## config.mk

```make
export PLATFORM = sky130hd
export DESIGN_NAME = simon_input_ctrl
export DESIGN_NICKNAME = d
export VERILOG_FILES = /design/src/rtl/simon_pkg.sv /design/src/rtl/simon_key_fifo.sv /design/src/rtl/simon_input_ctrl.sv
export SDC_FILE = /design/constraint.sdc
export NUM_CORES = 1
export LEC_CHECK = 0
export BUFFER_PORTS_ARGS = -buffer_cell sky130_fd_sc_hd__buf_2
export CORE_ASPECT_RATIO = 0.9
export CORE_MARGIN = 2
export CORE_UTILIZATION = 36
export CTS_BUF_LIST = sky130_fd_sc_hd__clkbuf_2
export CTS_CLUSTER_DIAMETER = 40
export DETAILED_ROUTE_END_ITERATION = 8
export GPL_TIMING_DRIVEN = 0
export PLACE_DENSITY = 0.54
export SYNTH_ARGS = -nofsm -noshare
export SYNTH_HDL_FRONTEND = slang
export SYNTH_SLANG_ARGS = --single-unit
```

## constraint.sdc

```tcl
create_clock -name clk -period 3.2 [get_ports clk]
set_clock_uncertainty 0.2 [all_clocks]
set_input_delay 0.32 -clock clk [delete_from_list [all_inputs] [get_ports clk]]
set_output_delay 0.32 -clock clk [all_outputs]
set_load 0.01 [all_outputs]
```

## src/rtl/simon_pkg.sv

```systemverilog
// Shared types for the Simon Says input controller.
// Colours, PS/2 make codes and controller states.
package simon_pkg;

  typedef enum logic [1:0] {
    C_GREEN  = 2'd0,
    C_RED    = 2'd1,
    C_YELLOW = 2'd2,
    C_BLUE   = 2'd3
  } colour_t;

  localparam logic [7:0] SC_GREEN  = 8'h1C;
  localparam logic [7:0] SC_RED    = 8'h1B;
  localparam logic [7:0] SC_YELLOW = 8'h23;
  localparam logic [7:0] SC_BLUE   = 8'h2B;

  typedef enum logic [1:0] {
    ST_IDLE,
    ST_WAIT,
    ST_CHECK,
    ST_REPORT
  } in_state_t;

  typedef struct packed {
    logic    vld;
    colour_t colour;
  } key_map_t;

  function automatic key_map_t map_code(
    input logic [7:0] code
  );
    key_map_t m;
    m.vld    = 1'b1;
    m.colour = C_GREEN;
    unique case (1'b1)
      (code == SC_GREEN):  m.colour = C_GREEN;
      (code == SC_RED):    m.colour = C_RED;
      (code == SC_YELLOW): m.colour = C_YELLOW;
      (code == SC_BLUE):   m.colour = C_BLUE;
      default:             m.vld    = 1'b0;
    endcase
    return m;
  endfunction

endpackage

```

## src/rtl/simon_key_fifo.sv

```systemverilog
// Small synchronous FIFO for buffered colour keys.
// Flush wins over push; a push into a full FIFO succeeds only with a pop.
module simon_key_fifo
  import simon_pkg::*;
#(
  parameter int DEPTH = 4,
  parameter int W     = 2
) (
  input  logic                       clk,
  input  logic                       rst,
  input  logic                       push,
  input  logic                       pop,
  input  logic                       flush,
  input  logic [W-1:0]               din,
  output logic [W-1:0]               dout,
  output logic [$clog2(DEPTH):0]     count,
  output logic                       full,
  output logic                       empty
);

  localparam int AW = $clog2(DEPTH);
  localparam int CW = AW + 1;

  logic [W-1:0]  mem [DEPTH];
  logic [AW-1:0] wr_ptr;
  logic [AW-1:0] rd_ptr;
  logic          do_push;
  logic          do_pop;

  assign full    = (count == CW'(DEPTH));
  assign empty   = (count == '0);
  assign do_pop  = pop && !empty;
  assign do_push = push && (!full || do_pop);
  assign dout    = mem[rd_ptr];

  always_ff @(posedge clk or negedge rst) begin
    if (!rst) begin
      wr_ptr <= '0;
      rd_ptr <= '0;
      count  <= '0;
    end else if (flush) begin
      wr_ptr <= '0;
      rd_ptr <= '0;
      count  <= '0;
    end else begin
      if (do_push)
        wr_ptr <= wr_ptr + AW'(1);
      if (do_pop)
        rd_ptr <= rd_ptr + AW'(1);
      count <= count + CW'(do_push) - CW'(do_pop);
    end
  end

  always_ff @(posedge clk) begin
    if (do_push && !flush)
      mem[wr_ptr] <= din;
  end

endmodule

```

## src/rtl/simon_input_ctrl.sv

```systemverilog
// Simon Says input controller: PS/2 key mapping, type-ahead
// buffering and one hit/miss/timeout check per arm request.
module simon_input_ctrl
  import simon_pkg::*;
#(
  parameter int TIMEOUT_CYCLES = 150_000_000,
  parameter int FIFO_DEPTH     = 4
) (
  input  logic                          clk,
  input  logic                          rst,
  input  logic                          key_pulse,
  input  logic [7:0]                    key_code,
  input  logic                          flush,
  input  logic                          arm,
  input  logic                          abort,
  input  logic [1:0]                    expected,
  output logic                          busy,
  output logic                          result_valid,
  output logic                          result_hit,
  output logic                          result_timeout,
  output logic [1:0]                    result_color,
  output logic [$clog2(FIFO_DEPTH):0]   fifo_count,
  output logic                          ovf,
  input  logic                          clr_ovf
);

  localparam int TW = $clog2(TIMEOUT_CYCLES);
  localparam logic [TW-1:0] T_LAST = TW'(TIMEOUT_CYCLES - 1);

  key_map_t  km;
  logic      key_vld;
  logic      fifo_pop;
  logic      fifo_full;
  logic      fifo_empty;
  logic [1:0] fifo_dout;
  logic      ovf_set;

  in_state_t state_q, state_d;
  logic [TW-1:0] timer_q, timer_d;
  logic      expired_q, expired_d;
  colour_t   exp_q, exp_d;
  logic      res_load;
  logic      res_hit_d;
  logic      res_tmo_d;
  logic [1:0] res_col_d;

  assign km      = map_code(key_code);
  assign key_vld = key_pulse && km.vld;
  assign ovf_set = key_vld && fifo_full && !fifo_pop && !flush;

  simon_key_fifo #(
    .DEPTH (FIFO_DEPTH),
    .W     (2)
  ) u_fifo (
    .clk   (clk),
    .rst   (rst),
    .push  (key_vld),
    .pop   (fifo_pop),
    .flush (flush),
    .din   (km.colour),
    .dout  (fifo_dout),
    .count (fifo_count),
    .full  (fifo_full),
    .empty (fifo_empty)
  );

  // Expiry is registered, so a key landing on the limit cycle cannot
  // rescue the window; it stays buffered for the next check.
  always_comb begin
    state_d   = state_q;
    timer_d   = timer_q;
    expired_d = expired_q;
    exp_d     = exp_q;
    fifo_pop  = 1'b0;
    res_load  = 1'b0;
    res_hit_d = 1'b0;
    res_tmo_d = 1'b0;
    res_col_d = 2'd0;
    unique case (state_q)
      ST_IDLE: begin
        if (arm) begin
          exp_d     = colour_t'(expected);
          timer_d   = '0;
          expired_d = 1'b0;
          state_d   = ST_WAIT;
        end
      end
      ST_WAIT: begin
        if (abort) begin
          state_d = ST_IDLE;
        end else if (expired_q) begin
          state_d   = ST_REPORT;
          res_load  = 1'b1;
          res_tmo_d = 1'b1;
        end else if (!fifo_empty) begin
          state_d = ST_CHECK;
        end else if (timer_q == T_LAST) begin
          expired_d = 1'b1;
        end else begin
          timer_d = timer_q + TW'(1);
        end
      end
      ST_CHECK: begin
        if (abort) begin
          state_d = ST_IDLE;
        end else begin
          fifo_pop  = 1'b1;
          res_load  = 1'b1;
          res_hit_d = (fifo_dout == exp_q);
          res_col_d = fifo_dout;
          state_d   = ST_REPORT;
        end
      end
      ST_REPORT: state_d = ST_IDLE;
      default:   state_d = ST_IDLE;
    endcase
  end

  always_ff @(posedge clk or negedge rst) begin
    if (!rst) begin
      state_q   <= ST_IDLE;
      timer_q   <= '0;
      expired_q <= 1'b0;
      exp_q     <= C_GREEN;
    end else begin
      state_q   <= state_d;
      timer_q   <= timer_d;
      expired_q <= expired_d;
      exp_q     <= exp_d;
    end
  end

  always_ff @(posedge clk or negedge rst) begin
    if (!rst) begin
      busy           <= 1'b0;
      result_valid   <= 1'b0;
      result_hit     <= 1'b0;
      result_timeout <= 1'b0;
      result_color   <= 2'd0;
      ovf            <= 1'b0;
    end else begin
      busy         <= (state_d != ST_IDLE);
      result_valid <= res_load;
      if (res_load) begin
        result_hit     <= res_hit_d;
        result_timeout <= res_tmo_d;
        result_color   <= res_col_d;
      end
      if (ovf_set)
        ovf <= 1'b1;
      else if (clr_ovf)
        ovf <= 1'b0;
    end
  end

endmodule

```

Yosys cells after proc, flatten, opt, wreduce, memory -nomap -nowiden --
Memories as Yosys holds them, arrays and structs flattened. Index checks and enable logic that the tools add are counted.
Word-level totals: register bits after elaboration 47, RAM bits 8, input port bits 17, output and inout bits 10, logic and storage cells 96, memories kept 1
Memory list:
- u_fifo.mem | words 4, width 2, rd ports 1, clocked after memory_dff 0, wr ports 1, RTL line simon_key_fifo.sv:24 | logic [W-1:0] mem [DEPTH];
Operators by class: add/sub/neg operators 5, eq/ne operators 15, mux-type cells 39, reduce and logical (&&, ||, !) cells 23
Operator list (number):
- 28-bit 2-to-1 mux | 5
- 28-bit one-hot mux with 2 select lines | 1
- 28-bit by 1-bit adder with 28-bit output (second input constant) | 1
- 28-bit equality test (second input constant) | 1
- 2-bit 2-to-1 mux | 11
- 1-bit 2-to-1 mux | 17
- 8-bit by 5-bit equality test with 1-bit output (second input constant) | 2
- 8-bit by 6-bit equality test with 1-bit output (second input constant) | 2
- 2-bit inequality test (second input constant) | 5
- 2-bit nonzero test | 5
- 2-bit one-hot mux with 4 select lines | 1
- 1-bit logical AND | 7
- 2-bit one-hot mux with 3 select lines | 1
- 6-bit AND reduction | 1
- 2-bit by 1-bit adder with 2-bit output (second input constant) | 2
- 2-bit equality test (second input constant) | 2
- 1-bit zero test | 4
- 1-bit one-hot mux with 2 select lines | 2
- 4-bit OR reduction | 1
- 3-bit by 1-bit adder with 3-bit output | 1
- 3-bit equality test (second input constant) | 1
- 3-bit zero test | 1
- 3-bit 2-to-1 mux | 1
- 3-bit AND reduction | 1
- other kinds (6) | 6

Depth between registers and ports, before layout --
Gate-level depths: netlist (run 1).
word-level depth 8, mapped depth 11, mapped depth without buffers 11

By module --
From an unflattened synthesis (run 1), not the netlist that was laid out.
Second synthesis, totals: cell total of the unflattened synthesis 319, area, all modules 3250.6 um^2
By module, submodules not included:
- simon_input_ctrl | times used 1, cells each 261, area each 2483.6 um^2, seq. area each 1001.0 um^2
- simon_key_fifo | times used 1, cells each 58, area each 767.0 um^2, seq. area each 415.4 um^2

Least setup slack after synthesis (run 1) --
OpenSTA, ideal clock, no wires.
kind in2reg, start input key_code[7], end register u_fifo.count[2], setup time 0.132 ns, arrival 2.188 ns, required time 2.868 ns, path slack 0.680 ns, stages 9, path buffers 0, cell sequence or4b_2 > nor3_1 > o211ai_1 > inv_1 > ha_1 > inv_1 > fa_1 > xnor2_1 > nor2_1
Between the ends: cells in the longest elaborated chain, start to end 8, elaborated cells on any way between the ends 11, classes of those cells 2 x add/sub; 4 x eq/ne; 2 x mux; 3 x reduce/logical
Ends and longest elaborated chain:
- start: declaration | RTL line simon_input_ctrl.sv:12 | input logic [7:0] key_code,
- 8-bit by 5-bit equality test with 1-bit output (tied with other cells) | RTL line simon_pkg.sv:36 | (code == SC_GREEN): m.colour = C_GREEN;
- 4-bit OR reduction (no line) *
- 1-bit 2-to-1 mux * | RTL line simon_pkg.sv:35 | unique case (1'b1)
- 1-bit logical AND * | RTL line simon_input_ctrl.sv:48 | assign key_vld = key_pulse && km.vld;
- 1-bit logical AND * | RTL line simon_key_fifo.sv:33 | assign do_push = push && (!full || do_pop);
- 3-bit by 1-bit adder with 3-bit output * | RTL line simon_key_fifo.sv:50 | count <= count + CW'(do_push) - CW'(do_pop);
- 3-bit by 1-bit subtractor with 3-bit output * | RTL line simon_key_fifo.sv:50
- 3-bit 2-to-1 mux * | RTL line simon_key_fifo.sv:41 | end else if (flush) begin
- end signal: assignment | RTL line simon_key_fifo.sv:50
- end: declaration | RTL line simon_key_fifo.sv:16 | output logic [$clog2(DEPTH):0] count,
Every way passes the cells marked *; elsewhere a longest branch is shown, timed or not. A chain may end at the register's enable or synchronous reset.

Worst setup path in the final report (run 1) --
start input key_code[6], end register u_fifo.count[2]
Same word-level chain as after synthesis.

==> results.md, run 1 <==
- Hold path start: key_code[7]
- Lkg Pwr: 1.60 nW
- Unrepaired setup endpoints after global routing: false
- GR Overflow Total: 0
- Final setup violating endpoints: 0
- Setup WS post-layout: 0.433 ns
- P_sw: 0.000636 W
- Final net count: 382
- Number of synthesized flops with an enable pin: 8
- Required time of the critical path: 3.39 ns
- Netlist cell types: 57
- First-pass detailed-route iteration total: 4
- Critical Path AT: 2.96 ns
- Gate power share: 31.3%
- Clk_lat worst skew: 0.46 ns
- Starting Density: 37.0%
- Antenna violations before repair: 0
- Critical path class: input port to register
- Critical Path Fanout Max: 7
- Count leader, synth: dfrtp_1
- Initial drt markers: 102
- Most frequent cells after synthesis: dfrtp_1 (47), nor2_1 (20), a31oi_1 (18), inv_1 (17), nand2_1 (17)
- Reg power frac: 50.4%
- # rows: 32
- R2r startpoint: timer_q[0]$_DFFE_PN0P_
- TritonCTS Sinks: 55
- Largest net degree at the start of global routing: 48
- Sw Share: 38.4%
- Yosys reg bits: 55
- Syn avg cell area: 10.2 um^2
- Layout filler cell count: 866
- Post-Route Setup TNS: 0 ns
- Top post-synthesis cells by area: dfrtp_1 (37%), edfxtp_1 (7.6%), ha_1 (4.0%), a31oi_1 (3.6%), and4_1 (3.3%)
- N_diodes: 0
- Pint: 0.00102 W
- Antenna Nets Post-Route: 0
- Layout cell share with drive strength beyond 1: 16.1%
- Gate Count Post-Synth: 309
- CTS tree: built
- Port bufs: 26
- Most used DFF post-synth: dfrtp_1
- Core area: 8530 um^2
- Vias in the first global route: 2550
- Clk buf depth: 2
- Biggest area consumer among synthesized cells: dfrtp_1
- Multi-input logic area: 1600 um^2
- Drt wl/cell: 16.0 um
- Via density: 5.46
- Crit share post-route: 86.5%
- Max cap viols: 0
- Slew HR: 28.1%
- Critical path capture point type: register
- Layout area overhead: 14.2%
- CTS Root Cell: clkbuf_2
- Worst slew pin tran: 1.08 ns
- Die area: 9530 um^2
- Die H: 92.8 um
- Clk pwr share: 18.3%
- # DRC: 0
- Startpoint Class: input port
- Detailed Place HPWL: 5.27 mm
- Hold Path Depth: 3
- Maximum clock frequency: 0.361 GHz
- Reg2Reg Depth: 7
- Final min period: 2.77 ns
- CTS clk-pin slew, worst paths: 0.30 ns
- Share of the synthesized area in the top cell type: 37.3%
- I/O pin cnt: 27
- Crit path launch: key_code[6]
- PwrDens: 459 nW/um^2
- Detailed-route wire length: 7.58 mm
- DR vias: 2589
- Htree depth: 2
- Max-slew violations: 0
- Final hold viol count: 0
- All-Layer GR Usage: 17.2%
- Seq/Total Area, Yosys: 44.9%
- TritonCTS Buffers: 5
- Synth Warn #: 0
- Syn_nets: 337
- Cell Area, Synth: 3160 um^2
- Global-route wire length before repair: 12.9 mm
- Die width: 103 um
- GP Congestion: 0.862
- Worst Hold Class: input port to register
- Register area: 1420 um^2
- Worst slack, placed: 0.368 ns
- Worst IR Drop VDD: 0.217 mV
- Post-synth ARST share: 85.5%
- Status: finished clean
==> worst max-delay path, cell delays in order <==
cell and delay, ns:
dlygate4sd3_1 0.53, buf_2 0.14, or4b_2 0.64, nor3_1 0.15, o211ai_1 0.26, inv_1 0.13, ha_1 0.14, inv_1 0.05
fa_1 0.38, xnor2_1 0.17, nor2_1 0.05
==> per-stage QoR <==
step,hold slack [ns],util (%),cell area (um^2),std cells,power (W)
5_1_grt,0.108,42.3,3600,474,0.00177
3_3_place_gp,0.265,40.3,3430,454,0.00135
4_1_cts,0.137,42.3,3600,474,0.00167
2_1_floorplan,-0.176,-,3160,309,0.00118
6_report,0.166,42.3,3600,474,0.00166
3_5_place_dp,0.268,40.3,3430,454,0.00136
==> registers in the layout, summed over array words and instances, names as in the netlist, 2 cells and up <==
register	count
exp_q	2
result_color	2
state_q	2
timer_q	28
u_fifo.count	3
u_fifo.mem	8
u_fifo.rd_ptr	2
u_fifo.wr_ptr	2
==> cell usage in the layout, fill, tap and decap left out, types with 3 or more instances in the layout <==
cell	synthesis	layout
dfrtp_1	47	47
buf_2	3	29
nor2_1	20	20
a31oi_1	18	18
inv_1	17	17
nand2_1	17	17
nand3_1	14	14
and4_1	12	12
dlygate4sd3_1	0	12
ha_1	10	10
nor3_1	9	9
a221o_1	9	9
nand4_1	9	9
and3_1	9	9
o21ai_0	8	8
nor4_1	8	8
edfxtp_1	8	8
nand2b_1	7	7
nor3b_1	6	6
clkbuf_1	5	5
xnor2_1	5	5
clkbuf_2	0	5
and2_1	4	4
or3_1	4	4
a211o_1	4	4
nand3b_1	3	3
nor2b_1	3	3
a21oi_1	3	3
mux2_2	3	3
o31ai_1	3	3
o31a_1	3	3
==> timing repair <==
item                      CTS  global route
gates resized for setup     0             0
hold buffers               12             0
setup buffers               0             0
hold endpoints to repair   64             0
==> worst paths after layout <==
check | end | slack, ns
worst max-delay path | u_fifo.count[2]$_DFF_PN0_ | 0.43
worst min-delay path | u_fifo.mem[2][0]$_DFFE_PP_ | 0.17
worst max register to register | timer_q[0]$_DFFE_PN0P_ | 0.61
worst min register to register | timer_q[23]$_DFFE_PN0P_ | 0.30
max in group asynchronous | timer_q[20]$_DFFE_PN0P_ | 1.81
min in group asynchronous | timer_q[6]$_DFFE_PN0P_ | 0.34
==> power by group through the flow <==
stage          sequential (W)  clock [W]  combinational [W]
2_1_floorplan        0.000838          0           0.000338
3_3_place_gp         0.000843          0           0.000504
3_5_place_dp         0.000847          0           0.000509
4_1_cts              0.000834   0.000318           0.000521
5_1_grt              0.000846   0.000355           0.000574
6_report             0.000835   0.000303           0.000518
==> layout make-up <==
type	instances	share of cell area, %
Multi-Input combinational cell	225	44.5
Sequential cell	55	39.3
Timing Repair Buffer	38	6.94
Tap cell	119	4.13
Buffer	12	1.98
Inverter	17	1.77
Clock buffer	5	0.694
Clock inverter	3	0.694
==> routing by layer <==
metal / vias to the layer above / part of all wire (%) / track usage [%]
met2: 54 / 45 / 25.7
met4: 0 / 1.1 / 5.33
met5: - / 0 / 0
met3: 5 / 3.4 / 3.02
met1: 1254 / 51 / 25.2
li1: 1276 / - / -
==> logic make-up after synthesis <==
logic type	share of synthesized area (%)
buffers and inverters	4.28
and+or+nand+nor	26.1
DFF	44.9
muxes	2.82
xor gates and xnor gates	1.94
adders and majority gates	4.60
AOI/OAI and AO/OA	15.4
(Power assumes the default switching activity.)
==> run 2: changes to the inputs <==
Settings changed: CORE_MARGIN 2 to not set.
==> run 2 against run 1 <==
Sequential cell count is the same; core utilization rose by 0.25 points; wire length grew 0.78%; sequential share of layout area shrank 0.23 points; final area is 0.59% higher; clock power rose by 23%; non-clock buffer count unchanged; hold slack got worse by 0.014 ns; critical endpoint unchanged; largest cell class unchanged.
==> results.md, run 2 (synthesized netlist as in run 1, its figures left out) <==
- Hold buffer count at CTS: 11
- Commonest cells after routing, fill and taps aside: dfrtp_1 (47), buf_2 (29), nor2_1 (20)
- # rows: 32
- GR Overflow Total: 0
- Setup Buffers After CTS: 0
- Layout area overhead: 14.9%
- Starting Density: 37.0%
- Die H: 90.8 um
- Slowest cell on the critical path: or4b_2
- DR vias: 2614
- All-Layer GR Usage: 17.8%
- GP Congestion: 0.815
- Max reg flops: 28
- Most common cell after layout, fill and taps aside: dfrtp_1
- Die area: 9140 um^2
- Via density: 5.51
- Port bufs: 26
- Most flop-heavy register: timer_q
- Top flop regs: timer_q x28, u_fifo.mem x8, u_fifo.count x3
- Htree depth: 2
- Worst IR Drop VDD: 0.219 mV
- Slew HR: 30.0%
- Final setup violating endpoints: 0
- Detailed Place HPWL: 5.39 mm
- Post-Route Setup TNS: 0 ns
- I/O pin cnt: 27
- Overall power: 0.00172 W
- Initial drt markers: 143
- CP dominant cell by count: inv_1
- Final core occ: 42.5%
- Die width: 101 um
- TritonCTS Buffers: 5
- Critical path class: input port to register
- Final hold viol count: 0
- Global-route wire length before repair: 12.8 mm
- Clk_lat worst skew: 0.47 ns
- Critical path capture point type: register
- CTS tree: built
- CTS Root Cell: clkbuf_2
- Maximum clock frequency: 0.354 GHz
- Core area: 8530 um^2
- N_diodes: 0
- Critical Path AT: 3.02 ns
- Critical Path Fanout Max: 7
- Antenna violations before repair: 0
- Worst slew pin tran: 1.05 ns
- TritonCTS Sinks: 55
- Final net count: 382
- Vias in the first global route: 2559
- Max cap viols: 0
- Crit share post-route: 88.2%
- Unrepaired setup endpoints after global routing: false
- PwrDens: 474 nW/um^2
- Delay-heaviest family, CP: simple AND/OR/NAND/NOR gates
- Lkg Pwr: 1.60 nW
- CP bufs+invs: 4
- Clk buf depth: 2
- Final min period: 2.82 ns
- Largest net degree at the start of global routing: 48
- Status: finished clean
- Required time of the critical path: 3.39 ns
- Cells after DPL: 454
- Critical Path Max Stage Delay: 0.64 ns
- Worst Hold Class: input port to register
- Post-CTS Resized: 0
- Layout filler cell count: 862
- Layout cell share with drive strength beyond 1: 16.1%
- First-pass detailed-route iteration total: 4
- Startpoint Class: input port
- Critical-path cell list: dlygate4sd3_1, buf_2, or4b_2, nor3_1, o211ai_1, inv_1, ha_1, inv_1, fa_1, xnor2_1, nor2_1
- Detailed-route wire length: 7.64 mm
- Fin cells: 474
- Max-slew violations: 0
- CTS clk-pin slew, worst paths: 0.30 ns
- Antenna Nets Post-Route: 0
- Drt wl/cell: 16.1 um
- # DRC: 0
## run 2: path summary, 6_finish.rpt
kind	slack (ns)	end	from	cells after the start
max	0.38	u_fifo.count[2]$_DFF_PN0_	key_code[6]	11
max reg2reg	0.59	timer_q[4]$_DFFE_PN0P_	timer_q[0]$_DFFE_PN0P_	7
min reg2reg	0.30	timer_q[23]$_DFFE_PN0P_	timer_q[23]$_DFFE_PN0P_	1
min in group asynchronous	0.33	result_valid$_DFF_PN0_	rst	2
min	0.15	u_fifo.mem[2][0]$_DFFE_PP_	key_code[7]	3
max in group asynchronous	1.81	timer_q[6]$_DFFE_PN0P_	rst	2
## run 2: cell type report
type / count / area [um^2] / area share, %
Multi-Input combinational cell: 225 / 1600 / 44.2
Clock inverter: 3 / 46.3 / 1.28
Sequential cell: 55 / 1420 / 39.1
Inverter: 17 / 63.8 / 1.76
Buffer: 12 / 71.3 / 1.97
Timing Repair Buffer: 38 / 250 / 6.90
Clock buffer: 5 / 25.0 / 0.690
Tap cell: 119 / 149 / 4.11
## run 2: tightest hold or removal path: stages
cell and delay, ns:
buf_2 0.11, a2111oi_0 0.07, and2_1 0.20
## run 2: through the flow
step           setup slack, ns  area [um^2]  hold slack (ns)
6_report                 0.377         3630            0.152
5_1_grt                  0.239         3630            0.129
4_1_cts                  0.387         3620           0.0108
3_5_place_dp             0.321         3430            0.267
3_3_place_gp             0.382         3430            0.265
2_1_floorplan            0.680         3160           -0.176
## run 2: power breakdown
group          internal [W]  leakage (nW)  switching (W)  total (W)
sequential         0.000772         0.710      0.0000623   0.000834
combinational      0.000187         0.855       0.000324   0.000511
clock              0.000134        0.0396       0.000239   0.000373
total               0.00109          1.60       0.000626    0.00172
## run 2: metal layers
metal	GRT usage (%)	routed length [um]	up-vias
met2	26.4	3360	66
li1	-	-	1273
met4	4.47	87	0
met5	0	0	-
met1	27.1	3900	1266
met3	2.48	292	9
==> run 3: changes to the inputs <==
Settings changed: CTS_BUF_LIST sky130_fd_sc_hd__clkbuf_2 to sky130_fd_sc_hd__clkbuf_8, CTS_CLUSTER_SIZE set to 28.
==> run 3 against run 2 <==
The run now ends with negative hold slack left; register-to-register slack improved by 0.03 ns; die area unchanged; core utilization down 0.78 points; global-route usage decreased by 0.21 points; hold slack worse by 0.18 ns; non-clock buffer count down 11; power increased by 5.6%; clock power up 29%; sequential power barely moved; critical path depth down 4; setup slack gained 0.25 ns; first-iteration DRC count fell by 12%.
==> results.md, run 3 (synthesized netlist as in run 1, its figures left out) <==
- Commonest cells after routing, fill and taps aside: dfrtp_1 (47), buf_2 (29), nor2_1 (20)
- Status: finished, violations left
- Final hold viol count: 24
- I/O pin cnt: 27
- Lkg Pwr: 1.57 nW
- Die area: 9140 um^2
- Via density: 5.62
- Critical Path Max Stage Delay: 0.42 ns
- Delay-heaviest family, CP: simple AND/OR/NAND/NOR gates
- CTS tree: built
- Clk_lat worst skew: 0.31 ns
- N_diodes: 0
- PwrDens: 510 nW/um^2
- Max cap viols: 0
- Final min period: 2.58 ns
- Worst IR Drop VDD: 0.294 mV
- Crit share post-route: 80.5%
- R2r startpoint: timer_q[0]$_DFFE_PN0P_
- Core area: 8530 um^2
- Worst slew pin tran: 1.05 ns
- DR vias: 2601
- Unrepaired setup endpoints after global routing: false
- TritonCTS Sinks: 55
- First-pass detailed-route iteration total: 4
- Initial drt markers: 126
- Critical Path AT: 2.63 ns
- Required time of the critical path: 3.25 ns
- GR Overflow Total: 0
- Detailed Place HPWL: 5.39 mm
- Layout area overhead: 12.8%
- Largest net degree at the start of global routing: 48
- Post-CTS Resized: 0
- CTS clk-pin slew, worst paths: 0.11 ns
- All-Layer GR Usage: 17.6%
- Setup Buffers After CTS: 0
- Startpoint Class: register
- Die width: 101 um
- TritonCTS Buffers: 5
- # DRC: 0
- Critical path class: register to register
- Htree depth: 2
- Antenna Nets Post-Route: 0
- Detailed-route wire length: 7.51 mm
- Global-route wire length before repair: 12.7 mm
- Layout cell share with drive strength beyond 1: 16.6%
- GP Congestion: 0.815
- Worst Hold Class: input port to async pin
- Max reg flops: 28
- Failing checks: negative hold slack
- Final setup violating endpoints: 0
- Post-Route Setup TNS: 0 ns
- Most common cell after layout, fill and taps aside: dfrtp_1
- Final hold slack: -0.0260 ns
- Vias in the first global route: 2508
- Die H: 90.8 um
- Clk buf depth: 2
- # rows: 32
- Crit path launch: timer_q[0]$_DFFE_PN0P_
- CTS Root Cell: clkbuf_8
- Max-slew violations: 0
- Final net count: 371
- Maximum clock frequency: 0.388 GHz
- Critical path capture point type: register
- Slowest cell on the critical path: dfrtp_1
- Critical Path Fanout Max: 10
- Top flop regs: timer_q x28, u_fifo.mem x8, u_fifo.count x3
- Starting Density: 37.0%
- Slew HR: 30.1%
- CP bufs+invs: 1
- Antenna violations before repair: 0
- Drt wl/cell: 16.2 um
- R2R Setup Slk: 0.62 ns
- Critical-path cell list: ha_1, nand3_1, nor4_4, nand4_2, a21boi_2, buf_4, mux2_2
- Most flop-heavy register: timer_q
- Port bufs: 26
-- run 3: changes by cell type in the layout (fill, tap and decap cells not counted) --
cell	change
clkbuf_2	-5
clkbuf_8	+5
dlygate4sd3_1	-11
-- run 3: timing repair --
action	in CTS	in global routing
hold endpoints to repair	1	0
setup endpoints to repair	0	0
hold buffers	1	0
-- run 3: worst paths after layout --
path	endpoint	depth (start not counted)
setup reg to reg	timer_q[0]$_DFFE_PN0P_	7
hold reg to reg	timer_q[23]$_DFFE_PN0P_	1
setup / recovery	timer_q[0]$_DFFE_PN0P_	7
hold / removal	result_valid$_DFF_PN0_	1
min in group clk	exp_q[1]$_DFFE_PN0P_	2
max in group asynchronous	timer_q[16]$_DFFE_PN0P_	1
-- run 3: worst reg2reg max path: cells and delay by family, from the launching register on --
kind | cells | cell delay, ns
AO/OA/AOI/OAI | 1 | 0.39
adder cells (fa/ha/maj) | 1 | 0.22
AND/OR/NAND/NOR | 3 | 0.86
buffers and inverters | 1 | 0.27
multiplexers | 1 | 0.17
flip-flops | 1 | 0.42
-- run 3: area by class of cell --
| type | count | area [um^2] |
|---|---|---|
| Buffer | 12 | 71.3 |
| Tap cell | 119 | 149 |
| Clock inverter | 3 | 46.3 |
| Clock buffer | 5 | 68.8 |
| Sequential cell | 55 | 1420 |
| Multi-Input combinational cell | 225 | 1600 |
| Fill cell | 860 | 4970 |
| Timing Repair Buffer | 27 | 140 |
| Inverter | 17 | 63.8 |
-- run 3: routing by layer --
metal | vias up | routed length [um] | global-route usage, %
met4 | 0 | 48 | 3.99
met1 | 1296 | 3930 | 27.1
met3 | 5 | 205 | 2.09
met2 | 54 | 3330 | 26.1
li1 | 1246 | - | -
met5 | - | 0 | 0
-- run 3: per-stage QoR --
step	std cells	total power (W)	area, um^2	utilization [%]	setup slack [ns]
after floorplan	309	0.00118	3160	-	0.680
after global placement	454	0.00135	3430	40.3	0.382
after detailed placement	454	0.00135	3430	40.3	0.321
after CTS	463	0.00184	3560	41.7	0.636
after global routing	463	0.00193	3560	41.7	0.473
final	463	0.00182	3560	41.7	0.623
-- run 3: power breakdown --
part | internal [W] | total (W) | leakage (nW) | switching, W
Clock | 0.000236 | 0.000481 | 0.0548 | 0.000245
Combinational | 0.000180 | 0.000502 | 0.801 | 0.000321
Sequential | 0.000771 | 0.000833 | 0.710 | 0.0000627
